==> src/rtl/uart_tx_arbiter_pkg.sv <==
// ---------------------------------------------------------------------------
// uart_tx_arbiter_pkg
// Shared definitions for the UART transmit arbiter:
//   - arb_state_t : arbiter FSM state encoding
//   - baud/clock constants used to derive the frame-completion timeout
//   - small constant helpers used for parameter-derived widths
// ---------------------------------------------------------------------------
package uart_tx_arbiter_pkg;

  typedef enum logic [1:0] {
    IDLE,
    LAUNCH,
    WAIT_DONE,
    GAP
  } arb_state_t;

  localparam int unsigned CLK_HZ       = 50_000_000;
  localparam int unsigned FRAME_BITS   = 11;  // start + 8 data + parity + stop
  localparam int unsigned BAUD_4800    = 4_800;
  localparam int unsigned BAUD_9600    = 9_600;
  localparam int unsigned BAUD_115200  = 115_200;
  localparam int unsigned BAUD_SLOWEST = BAUD_4800;

  // Clock cycles taken by one frame at the given baud rate.
  function automatic int unsigned frame_cycles(input int unsigned baud);
    return FRAME_BITS * (CLK_HZ / baud);
  endfunction

  // One slowest-baud frame is ~114.6k cycles; the default leaves some margin.
  localparam int unsigned TIMEOUT_DEFAULT = 120_000;

  function automatic int unsigned max3(input int unsigned a,
                                       input int unsigned b,
                                       input int unsigned c);
    int unsigned m;
    m = (a > b) ? a : b;
    return (m > c) ? m : c;
  endfunction

endpackage

==> src/rtl/uart_tx_arbiter_if.sv <==
// ---------------------------------------------------------------------------
// uart_tx_arbiter_if
// Groups the requester handshake and transmitter protocol signals.
//   req_valid/req_data/req_ready : NUM_REQ byte producers (byte i at [8i+7:8i])
//   tx_send/tx_data              : strobe and byte to the UART transmitter
//   tx_active_flag/tx_done_flag  : transmitter frame status
// Modports: slave = arbiter side, master = requesters + transmitter side.
// ---------------------------------------------------------------------------
interface uart_tx_arbiter_if #(
  parameter int unsigned NUM_REQ = 4
);
  logic [NUM_REQ-1:0]   req_valid;
  logic [8*NUM_REQ-1:0] req_data;
  logic [NUM_REQ-1:0]   req_ready;
  logic                 tx_send;
  logic [7:0]           tx_data;
  logic                 tx_active_flag;
  logic                 tx_done_flag;

  modport slave (
    input  req_valid, req_data, tx_active_flag, tx_done_flag,
    output req_ready, tx_send, tx_data
  );

  modport master (
    output req_valid, req_data, tx_active_flag, tx_done_flag,
    input  req_ready, tx_send, tx_data
  );
endinterface

==> src/rtl/uart_tx_arbiter_rr_priority_pick.sv <==
// ---------------------------------------------------------------------------
// rr_priority_pick
// Combinational round-robin picker. Searches i_last+1, i_last+2, ... (mod
// NUM_REQ) and returns the first set request.
//   i_valid  : request vector
//   i_last   : index granted most recently
//   o_onehot : one-hot winner (all zero when no request)
//   o_idx    : winner index
//   o_any    : at least one request present
// ---------------------------------------------------------------------------
module rr_priority_pick #(
  parameter int unsigned NUM_REQ = 4
) (
  input  logic [NUM_REQ-1:0]         i_valid,
  input  logic [$clog2(NUM_REQ)-1:0] i_last,
  output logic [NUM_REQ-1:0]         o_onehot,
  output logic [$clog2(NUM_REQ)-1:0] o_idx,
  output logic                       o_any
);
  localparam int unsigned IW = $clog2(NUM_REQ);

  int unsigned w_cand;

  always_comb begin
    o_any    = 1'b0;
    o_idx    = '0;
    o_onehot = '0;
    w_cand   = 0;
    for (int unsigned k = 1; k <= NUM_REQ; k++) begin
      w_cand = (32'(i_last) + k) % NUM_REQ;
      if (!o_any && i_valid[IW'(w_cand)]) begin
        o_any = 1'b1;
        o_idx = IW'(w_cand);
      end
    end
    if (o_any) o_onehot[o_idx] = 1'b1;
  end
endmodule

==> src/rtl/uart_tx_arbiter.sv <==
// ---------------------------------------------------------------------------
// uart_tx_arbiter
// Shares one UART transmitter among NUM_REQ byte producers. Picks a requester
// round-robin, latches its byte, drives the send/active/done protocol, keeps a
// minimum idle gap after each frame and flags frames that never complete.
//   clk, rst     : clock, synchronous active-high reset
//   arb_if       : requester handshake + transmitter protocol (slave side)
//   grant_id     : requester owning the current frame
//   busy         : arbiter is not idle
//   timeout_err  : sticky, set when a frame is abandoned; cleared by rst
// ---------------------------------------------------------------------------
module uart_tx_arbiter
  import uart_tx_arbiter_pkg::*;
#(
  parameter int unsigned NUM_REQ        = 4,
  parameter int unsigned GAP_CYCLES     = 16,
  parameter int unsigned SEND_HOLD      = 8,
  parameter int unsigned TIMEOUT_CYCLES = TIMEOUT_DEFAULT
) (
  input  logic                       clk,
  input  logic                       rst,
  uart_tx_arbiter_if.slave           arb_if,
  output logic [$clog2(NUM_REQ)-1:0] grant_id,
  output logic                       busy,
  output logic                       timeout_err
);
  localparam int unsigned IW = $clog2(NUM_REQ);
  localparam int unsigned CW = $clog2(max3(TIMEOUT_CYCLES, GAP_CYCLES, SEND_HOLD) + 1);
  localparam logic [CW-1:0] HOLD_LAST = CW'(SEND_HOLD - 1);
  localparam logic [CW-1:0] TMO_LAST  = CW'(TIMEOUT_CYCLES - 1);
  localparam logic [CW-1:0] GAP_LAST  = CW'((GAP_CYCLES == 0) ? 0 : GAP_CYCLES - 1);
  localparam arb_state_t    AFTER_DONE = (GAP_CYCLES == 0) ? IDLE : GAP;

  arb_state_t         r_state, w_next;
  logic [CW-1:0]      r_cnt, w_cnt_next;
  logic [IW-1:0]      r_last_grant;
  logic [IW-1:0]      r_grant;
  logic [7:0]         r_tx_data;
  logic [NUM_REQ-1:0] r_ready;
  logic               r_tmo_err;

  logic               w_accept;
  logic               w_set_err;
  logic               w_any;
  logic [NUM_REQ-1:0] w_onehot;
  logic [IW-1:0]      w_idx;
  logic [7:0]         w_bytes [NUM_REQ];

  for (genvar g = 0; g < NUM_REQ; g++) begin : g_bytes
    assign w_bytes[g] = arb_if.req_data[8*g +: 8];
  end

  rr_priority_pick #(
    .NUM_REQ(NUM_REQ)
  ) u_pick (
    .i_valid  (arb_if.req_valid),
    .i_last   (r_last_grant),
    .o_onehot (w_onehot),
    .o_idx    (w_idx),
    .o_any    (w_any)
  );

  always_ff @(posedge clk) begin
    if (rst) begin
      r_state      <= IDLE;
      r_cnt        <= '0;
      r_last_grant <= IW'(NUM_REQ - 1);
      r_grant      <= '0;
      r_tx_data    <= '0;
      r_ready      <= '0;
      r_tmo_err    <= 1'b0;
    end else begin
      r_state <= w_next;
      r_cnt   <= w_cnt_next;
      r_ready <= w_accept ? w_onehot : '0;
      if (w_accept) begin
        r_tx_data    <= w_bytes[w_idx];
        r_grant      <= w_idx;
        r_last_grant <= w_idx;
      end
      if (w_set_err) r_tmo_err <= 1'b1;
    end
  end

  // One counter serves all timing: it restarts at LAUNCH entry, so while in
  // LAUNCH it measures both the send hold and the frame timeout, and it
  // restarts again at GAP entry to measure the idle gap.
  always_comb begin
    w_next     = r_state;
    w_cnt_next = r_cnt;
    w_accept   = 1'b0;
    w_set_err  = 1'b0;
    case (r_state)
      IDLE: begin
        if (w_any) begin
          w_accept   = 1'b1;
          w_next     = LAUNCH;
          w_cnt_next = '0;
        end
      end
      LAUNCH, WAIT_DONE: begin
        w_cnt_next = r_cnt + CW'(1);
        // done outranks the timeout on the same cycle
        if (arb_if.tx_done_flag) begin
          w_next     = AFTER_DONE;
          w_cnt_next = '0;
        end else if (r_cnt == TMO_LAST) begin
          w_set_err  = 1'b1;
          w_next     = AFTER_DONE;
          w_cnt_next = '0;
        end else if (r_state == LAUNCH &&
                     (arb_if.tx_active_flag || r_cnt == HOLD_LAST)) begin
          w_next = WAIT_DONE;
        end
      end
      GAP: begin
        if (r_cnt == GAP_LAST) begin
          w_next     = IDLE;
          w_cnt_next = '0;
        end else begin
          w_cnt_next = r_cnt + CW'(1);
        end
      end
      default: begin
        w_next     = IDLE;
        w_cnt_next = '0;
      end
    endcase
  end

  assign arb_if.req_ready = r_ready;
  assign arb_if.tx_send   = (r_state == LAUNCH);
  assign arb_if.tx_data   = r_tx_data;
  assign grant_id         = r_grant;
  assign busy             = (r_state != IDLE);
  assign timeout_err      = r_tmo_err;
endmodule
==> src/flat_wrapper.sv <==
// flat-port wrapper written by rule: the top's interface ports become plain ports
module uart_tx_arbiter_flat import uart_tx_arbiter_pkg::*;
#(
  parameter int unsigned NUM_REQ        = 4,
  parameter int unsigned GAP_CYCLES     = 16,
  parameter int unsigned SEND_HOLD      = 8,
  parameter int unsigned TIMEOUT_CYCLES = TIMEOUT_DEFAULT
)
  (clk, rst, grant_id, busy, timeout_err, arb_if_req_valid, arb_if_req_data, arb_if_tx_active_flag, arb_if_tx_done_flag, arb_if_req_ready, arb_if_tx_send, arb_if_tx_data);
  uart_tx_arbiter_if #(.NUM_REQ(NUM_REQ)) arb_if_i ();
  input  logic clk;
  input  logic rst;
  output logic [$clog2(NUM_REQ)-1:0] grant_id;
  output logic busy;
  output logic timeout_err;
  input wire logic [$bits(arb_if_i.req_valid)-1:0] arb_if_req_valid;
  input wire logic [$bits(arb_if_i.req_data)-1:0] arb_if_req_data;
  input wire logic [$bits(arb_if_i.tx_active_flag)-1:0] arb_if_tx_active_flag;
  input wire logic [$bits(arb_if_i.tx_done_flag)-1:0] arb_if_tx_done_flag;
  output wire logic [$bits(arb_if_i.req_ready)-1:0] arb_if_req_ready;
  output wire logic [$bits(arb_if_i.tx_send)-1:0] arb_if_tx_send;
  output wire logic [$bits(arb_if_i.tx_data)-1:0] arb_if_tx_data;
  assign arb_if_i.req_valid = arb_if_req_valid;
  assign arb_if_i.req_data = arb_if_req_data;
  assign arb_if_i.tx_active_flag = arb_if_tx_active_flag;
  assign arb_if_i.tx_done_flag = arb_if_tx_done_flag;
  assign arb_if_req_ready = arb_if_i.req_ready;
  assign arb_if_tx_send = arb_if_i.tx_send;
  assign arb_if_tx_data = arb_if_i.tx_data;
  uart_tx_arbiter #(.NUM_REQ(NUM_REQ), .GAP_CYCLES(GAP_CYCLES), .SEND_HOLD(SEND_HOLD), .TIMEOUT_CYCLES(TIMEOUT_CYCLES)) u_core (.clk(clk), .rst(rst), .arb_if(arb_if_i), .grant_id(grant_id), .busy(busy), .timeout_err(timeout_err));
endmodule
==> config.mk <==
export PLATFORM = sky130hd
export DESIGN_NAME = uart_tx_arbiter_flat
export DESIGN_NICKNAME = d
export VERILOG_FILES = /design/src/rtl/uart_tx_arbiter_pkg.sv /design/src/rtl/uart_tx_arbiter_if.sv /design/src/rtl/uart_tx_arbiter_rr_priority_pick.sv /design/src/rtl/uart_tx_arbiter.sv /design/src/flat_wrapper.sv
export SDC_FILE = /design/constraint.sdc
export NUM_CORES = 1
export LEC_CHECK = 0
export CELL_PAD_IN_SITES_DETAIL_PLACEMENT = 1
export CELL_PAD_IN_SITES_GLOBAL_PLACEMENT = 1
export CORE_MARGIN = 5
export CORE_UTILIZATION = 35
export DETAILED_ROUTE_END_ITERATION = 10
export GPL_TIMING_DRIVEN = 1
export PLACE_DENSITY_LB_ADDON = 0.1
export SYNTH_ARGS = -nofsm -noshare
export SYNTH_HDL_FRONTEND = slang
export SYNTH_SLANG_ARGS = --single-unit
==> constraint.sdc <==
create_clock -name clk -period 2.6 [get_ports clk]
set_input_delay 0.26 -clock clk [delete_from_list [all_inputs] [get_ports clk]]
set_output_delay 0.26 -clock clk [all_outputs]
set_load 0.01 [all_outputs]
==> results.toml, run 1 <==
[detailed_routing]
routed_wl_mm = 6.13
remaining_drc_errors = 0
viasPerCell = 5.19
wl_per_cell_um = 15.7
postRouteAntennaNets = 0
firstDrtPassIters = 4
detailroute.via_count = 2017
first_iter_violations = 51

[yosys]
ys_types = 43
synth_seq_cells = 36
synth_area_per_cell_um2 = 8.31
syn_area_um2 = 2100
syn-num-nets = 298
synth-edff-count = 0
syn_inst = 253
ys_dominant_reg_cell = "dfxtp_1"
ys_seq_area_frac = 0.343
yosysWarnings = 0
synthArstFlopShare = 0

[hold_path]
hold_path_depth = 2
hp-class = "flip-flop to flip-flop"
hold_end = "u_core.grant_id[1]"
min_from = "u_core.grant_id[1]"

[clock_network]
cts_tree = "yes"
cts.sinks = 36
post-cts-setup-buffers = 0
hold_buffers = 0
clk_pin_slew_ns = 0.08
clk_path_buf_depth = 2
cts_resized = 0
h-tree-depth = 2
clock_latency_ns = 0.29
cts_buffers = 5
root_buffer = "clkbuf_8"

[global_routing]
grt_first_pass_wirelength_mm = 10.1
grt_pass1_vias = 2087
grt_antenna_before_repair = 0
grt_max_degree = 18
grt-ovfl-total = 0
grt_usage = 0.167

[setup_path]
worstSetupPathType = "flip-flop to flip-flop"
r2r_setup_slack_ns = 0.29
endpoint_kind = "flip-flop"
ff2ff_path_depth = 5
r2r-end = "u_core.r_state[0]"
worstPathRequired_ns = 2.81
cp-start-kind = "flip-flop"
arrival_ns = 2.51
r2r-start = "u_core.r_cnt[8]"
cp_max_fo = 12

[sta]
skew_ns = 0.00509
slew_headroom = 0.686
tightestPinTransition_ns = 0.468
rsz0062_at_grt = "no"
hold_viol = 0
maxSlewViolCount = 0
period_needed_ns = 2.31
fmax_mhz = 434
setup_viol = 0
post-route-period-util = 0.887
fin_setup_tns_ns = 0

[run]
maxCapViolCount = 0

[power_and_ir_drop]
p_per_area_nw_per_um2 = 715
switching_share = 0.334
clkPwrFrac = 0.237
power_frac_seq = 0.343
p_int_uw = 1380
total_leakage_power_uw = 0.00108
vdd_drop_max_mv = 0.352
switching_power_uw = 691
p_total_uw = 2070
combPwrFrac = 0.420

[cells_and_area]
layout_commonest_cell = "clkdlybuf4s50_1"
final_net_count = 358
diodes = 0
mostFrequentLayoutCells = "clkdlybuf4s50_1, dfxtp_1, nand2_1"
drive_above_1_share = 0.102
fill_cells = 723
area_growth_pct = 37.9

[die]
core-area_um2 = 5890
die_height_um = 87.5
ioPinCount = 57
rows = 28
initial_core_util = 0.357
die_width_um = 87.5
dieArea_um2 = 7660

[status]
status = "finished, final reports clean"

[placed_design]
post-dp-hpwl_mm = 4.68
gp_congestion = 0.729
port_buffers = 56
-- flip-flops by register name (all words and copies together), names as in the netlist --
register,count
u_core.r_cnt,17
u_core.arb_if.tx_data,8
u_core.arb_if.req_ready,4
u_core.grant_id,2
u_core.r_last_grant,2
u_core.r_state,2
u_core.timeout_err,1
-- worst max-delay path, stage by stage, from the launching register on --
cell and delay [ns]:
dfxtp_1 0.36, or4_4 0.56, nand4b_1 0.22, o21a_1 0.35, or4_1 0.55, a31oi_1 0.19
-- routing by layer --
metal,track usage,vias to the layer above,part of all wire,routed length (um)
li1,-,1016,-,-
met1,0.210,944,0.46,2800
met2,0.284,51,0.47,2860
met3,0.0416,6,0.066,405
met4,0.0418,0,0.010,63
met5,0,-,0,0
-- kinds of logic (layout without fill, tap and decap cells) --
group / count (synthesis) / after routing / share of synthesized area
xor gates and xnor gates: 9 / 9 / 0.0375
muxes: 25 / 25 / 0.124
DFF: 36 / 36 / 0.343
adders and majority gates: 5 / 5 / 0.0298
and+or+nand+nor: 99 / 99 / 0.261
AOI/OAI and AO/OA: 50 / 50 / 0.149
buffers and inverters: 29 / 90 / 0.0559
-- metrics by stage --
step           setup slack (ns)  area (um2)  utilization  std cells  hold WS, ns
2_1_floorplan             0.498        2100            -        253        0.456
3_3_place_gp              0.380        2790        0.474        381        0.449
3_5_place_dp              0.301        2790        0.474        381        0.463
4_1_cts                   0.291        2900        0.492        389        0.473
5_1_grt                   0.199        2900        0.492        389        0.516
6_report                  0.294        2900        0.492        389        0.468
-- power by group through the flow --
stage | Sequential (uW) | Combinational (uW) | Clock (uW)
after detailed placement | 726 | 882 | 0
after CTS | 713 | 883 | 507
final | 711 | 869 | 491
after floorplan | 744 | 464 | 0
after global placement | 719 | 860 | 0
after global routing | 725 | 959 | 529
-- Yosys cell counts, types with 4 or more instances --
library cell	n	area, um2
dfxtp_1	36	721
nand2_1	30	113
o21ai_0	19	95.1
mux2i_1	17	170
inv_1	15	56.3
nor2_1	13	48.8
clkbuf_1	12	45.0
nand3b_1	9	67.6
mux2_2	8	90.1
nand4_1	7	43.8
a21oi_1	6	30.0
xor2_1	6	52.6
and2_1	5	31.3
ha_1	5	62.6
nand2b_1	5	31.3
nor2b_1	5	31.3
nand3_1	4	20.0
nor4_1	4	25.0
o21ai_1	4	20.0
o221ai_1	4	35.0
-- layout make-up --
cell class / instances / area (um2) / share of cell area
flip-flops and latches: 36 / 721 / 0.249
inverters: 15 / 56.3 / 0.0194
repair buffers: 67 / 643 / 0.222
clock buffers: 6 / 72.6 / 0.0250
multi-input cells: 188 / 1280 / 0.440
well taps: 75 / 93.8 / 0.0324
clock inverters: 2 / 35.0 / 0.0121
-- worst max path at each step --
stage,endpoint,from,cells after the start,slack [ns]
finish,u_core.r_state[0],u_core.r_cnt[8],5,0.29
global route,u_core.r_state[0],u_core.r_cnt[8],5,0.20
CTS,u_core.r_state[0],u_core.r_cnt[8],5,0.29
global placement,u_core.r_state[0],u_core.r_cnt[8],5,0.38
floorplan,u_core.r_state[0],u_core.r_cnt[8],6,0.50
detailed placement,u_core.r_state[0],u_core.r_cnt[8],5,0.30
(Power assumes the default switching activity.)
==> inputs of run 2 (changes only) <==
Settings changed: CORE_MARGIN 5 to unset, CTS_BUF_LIST set to sky130_fd_sc_hd__clkbuf_16, PLACE_DENSITY set to 0.9, PLACE_DENSITY_LB_ADDON 0.1 to unset.
==> run 2 against run 1 <==
Non-clock buffer count down 2. Routed wire length up 0.90%. Via count up 2.4%. Total power up 8.4%. Clock skew down 0.0017 ns. Global-route usage up 4.1 points. Register-to-register slack better by 0.03 ns. Critical endpoint unchanged. Largest cell class unchanged. Highest routed layer unchanged.
==> results.toml, run 2 (synthesis results as in run 1) <==
[die]
dieArea_um2 = 6320
core-area_um2 = 5640
initial_core_util = 0.373
ioPinCount = 57
die_height_um = 79.5
die_width_um = 79.5
rows = 27

[cells_and_area]
mostFrequentLayoutCells = "clkdlybuf4s50_1, dfxtp_1, nand2_1"
fill_cells = 664
final_net_count = 356
diodes = 0
drive_above_1_share = 0.0994
area_growth_pct = 39.8
top_register = "u_core.r_cnt"
largest_reg_flops = 17
layout_commonest_cell = "clkdlybuf4s50_1"
layout.cells.non_filler = 384

[global_routing]
grt_first_pass_wirelength_mm = 10.3
grt_max_degree = 22
grt_usage = 0.208
grt_antenna_before_repair = 0
grt_pass1_vias = 2214
grt-ovfl-total = 0

[hold_path]
hp-class = "flip-flop to flip-flop"
min_from = "u_core.grant_id[1]"

[power_and_ir_drop]
switching_share = 0.313
power_frac_seq = 0.318
p_total_uw = 2250
p_per_area_nw_per_um2 = 764
p_int_uw = 1540
combPwrFrac = 0.384
vdd_drop_max_mv = 0.333
switching_power_uw = 704
clkPwrFrac = 0.299
total_leakage_power_uw = 0.00109

[detailed_routing]
viasPerCell = 5.38
remaining_drc_errors = 0
routed_wl_mm = 6.18
first_iter_violations = 44
postRouteAntennaNets = 0
wl_per_cell_um = 16.1
detailroute.via_count = 2066
firstDrtPassIters = 4

[sta]
period_needed_ns = 2.28
worst_slack_ns = 0.323
fmax_mhz = 439
rsz0062_at_grt = "no"
fin_setup_tns_ns = 0
skew_ns = 0.00339
maxSlewViolCount = 0
tightestPinTransition_ns = 0.848
setup_viol = 0
hold_viol = 0
post-route-period-util = 0.876
slew_headroom = 0.429

[placed_design]
port_buffers = 56
dp_cells = 376
gp_congestion = 0.785
pre_cts_slack_ns = 0.324
post-dp-hpwl_mm = 4.65

[setup_path]
cp_max_fo = 12
worstSetupPathType = "flip-flop to flip-flop"
cp-start-kind = "flip-flop"
r2r-start = "u_core.r_cnt[8]"
arrival_ns = 2.48
endpoint_kind = "flip-flop"
setup.worst_path.start = "u_core.r_cnt[8]"
worstPathRequired_ns = 2.81

[clock_network]
root_buffer = "clkbuf_16"
clk_path_buf_depth = 2
hold_buffers = 0
post-cts-setup-buffers = 0
clk_pin_slew_ns = 0.05
h-tree-depth = 2
cts_buffers = 5
clock_latency_ns = 0.28
cts_resized = 0
cts_tree = "yes"
cts.sinks = 36

[status]
status = "finished, final reports clean"

[run]
maxCapViolCount = 0
[run 2: worst max-delay path, stage by stage, from the launching register on]
cell and delay (ns):
dfxtp_1 0.35, or4_4 0.57, nand4b_1 0.22, o21a_1 0.36, or4_1 0.54, a31oi_1 0.16
[run 2: final timing paths]
check	to	slack (ns)	depth (start not counted)
max	u_core.r_state[0]	0.32	5
min	u_core.grant_id[1]	0.46	2
min reg2reg	u_core.grant_id[1]	0.46	2
max reg2reg	u_core.r_state[0]	0.32	5
[run 2: power groups by stage]
stage | registers [uW] | logic, uW | clock network, uW
6_report | 713 | 862 | 670
5_1_grt | 724 | 942 | 711
4_1_cts | 713 | 874 | 688
3_5_place_dp | 725 | 867 | 0
3_3_place_gp | 718 | 836 | 0
2_1_floorplan | 744 | 464 | 0
[run 2: layout make-up]
class	count	area, um2	share of cell area
Timing Repair Buffer	65	628	0.214
Multi-Input combinational cell	188	1280	0.434
Sequential cell	36	721	0.245
Tap cell	72	90.1	0.0307
Clock buffer	5	125	0.0426
Clock inverter	3	42.5	0.0145
Inverter	15	56.3	0.0192
[run 2: through the flow]
step / hold WS, ns / area (um2) / utilization
after floorplan: 0.456 / 2100 / -
after global placement: 0.446 / 2770 / 0.491
after detailed placement: 0.455 / 2770 / 0.491
after CTS: 0.462 / 2940 / 0.521
after global routing: 0.498 / 2940 / 0.521
final: 0.456 / 2940 / 0.521
[run 2: layer usage]
metal | track usage | vias to the layer above | part of all wire | routed length [um]
met5 | 0 | - | 0 | 0
met2 | 0.391 | 61 | 0.50 | 3060
met1 | 0.225 | 980 | 0.42 | 2580
met4 | 0.0564 | 0 | 0.012 | 72
li1 | - | 1017 | - | -
met3 | 0.0560 | 8 | 0.074 | 460
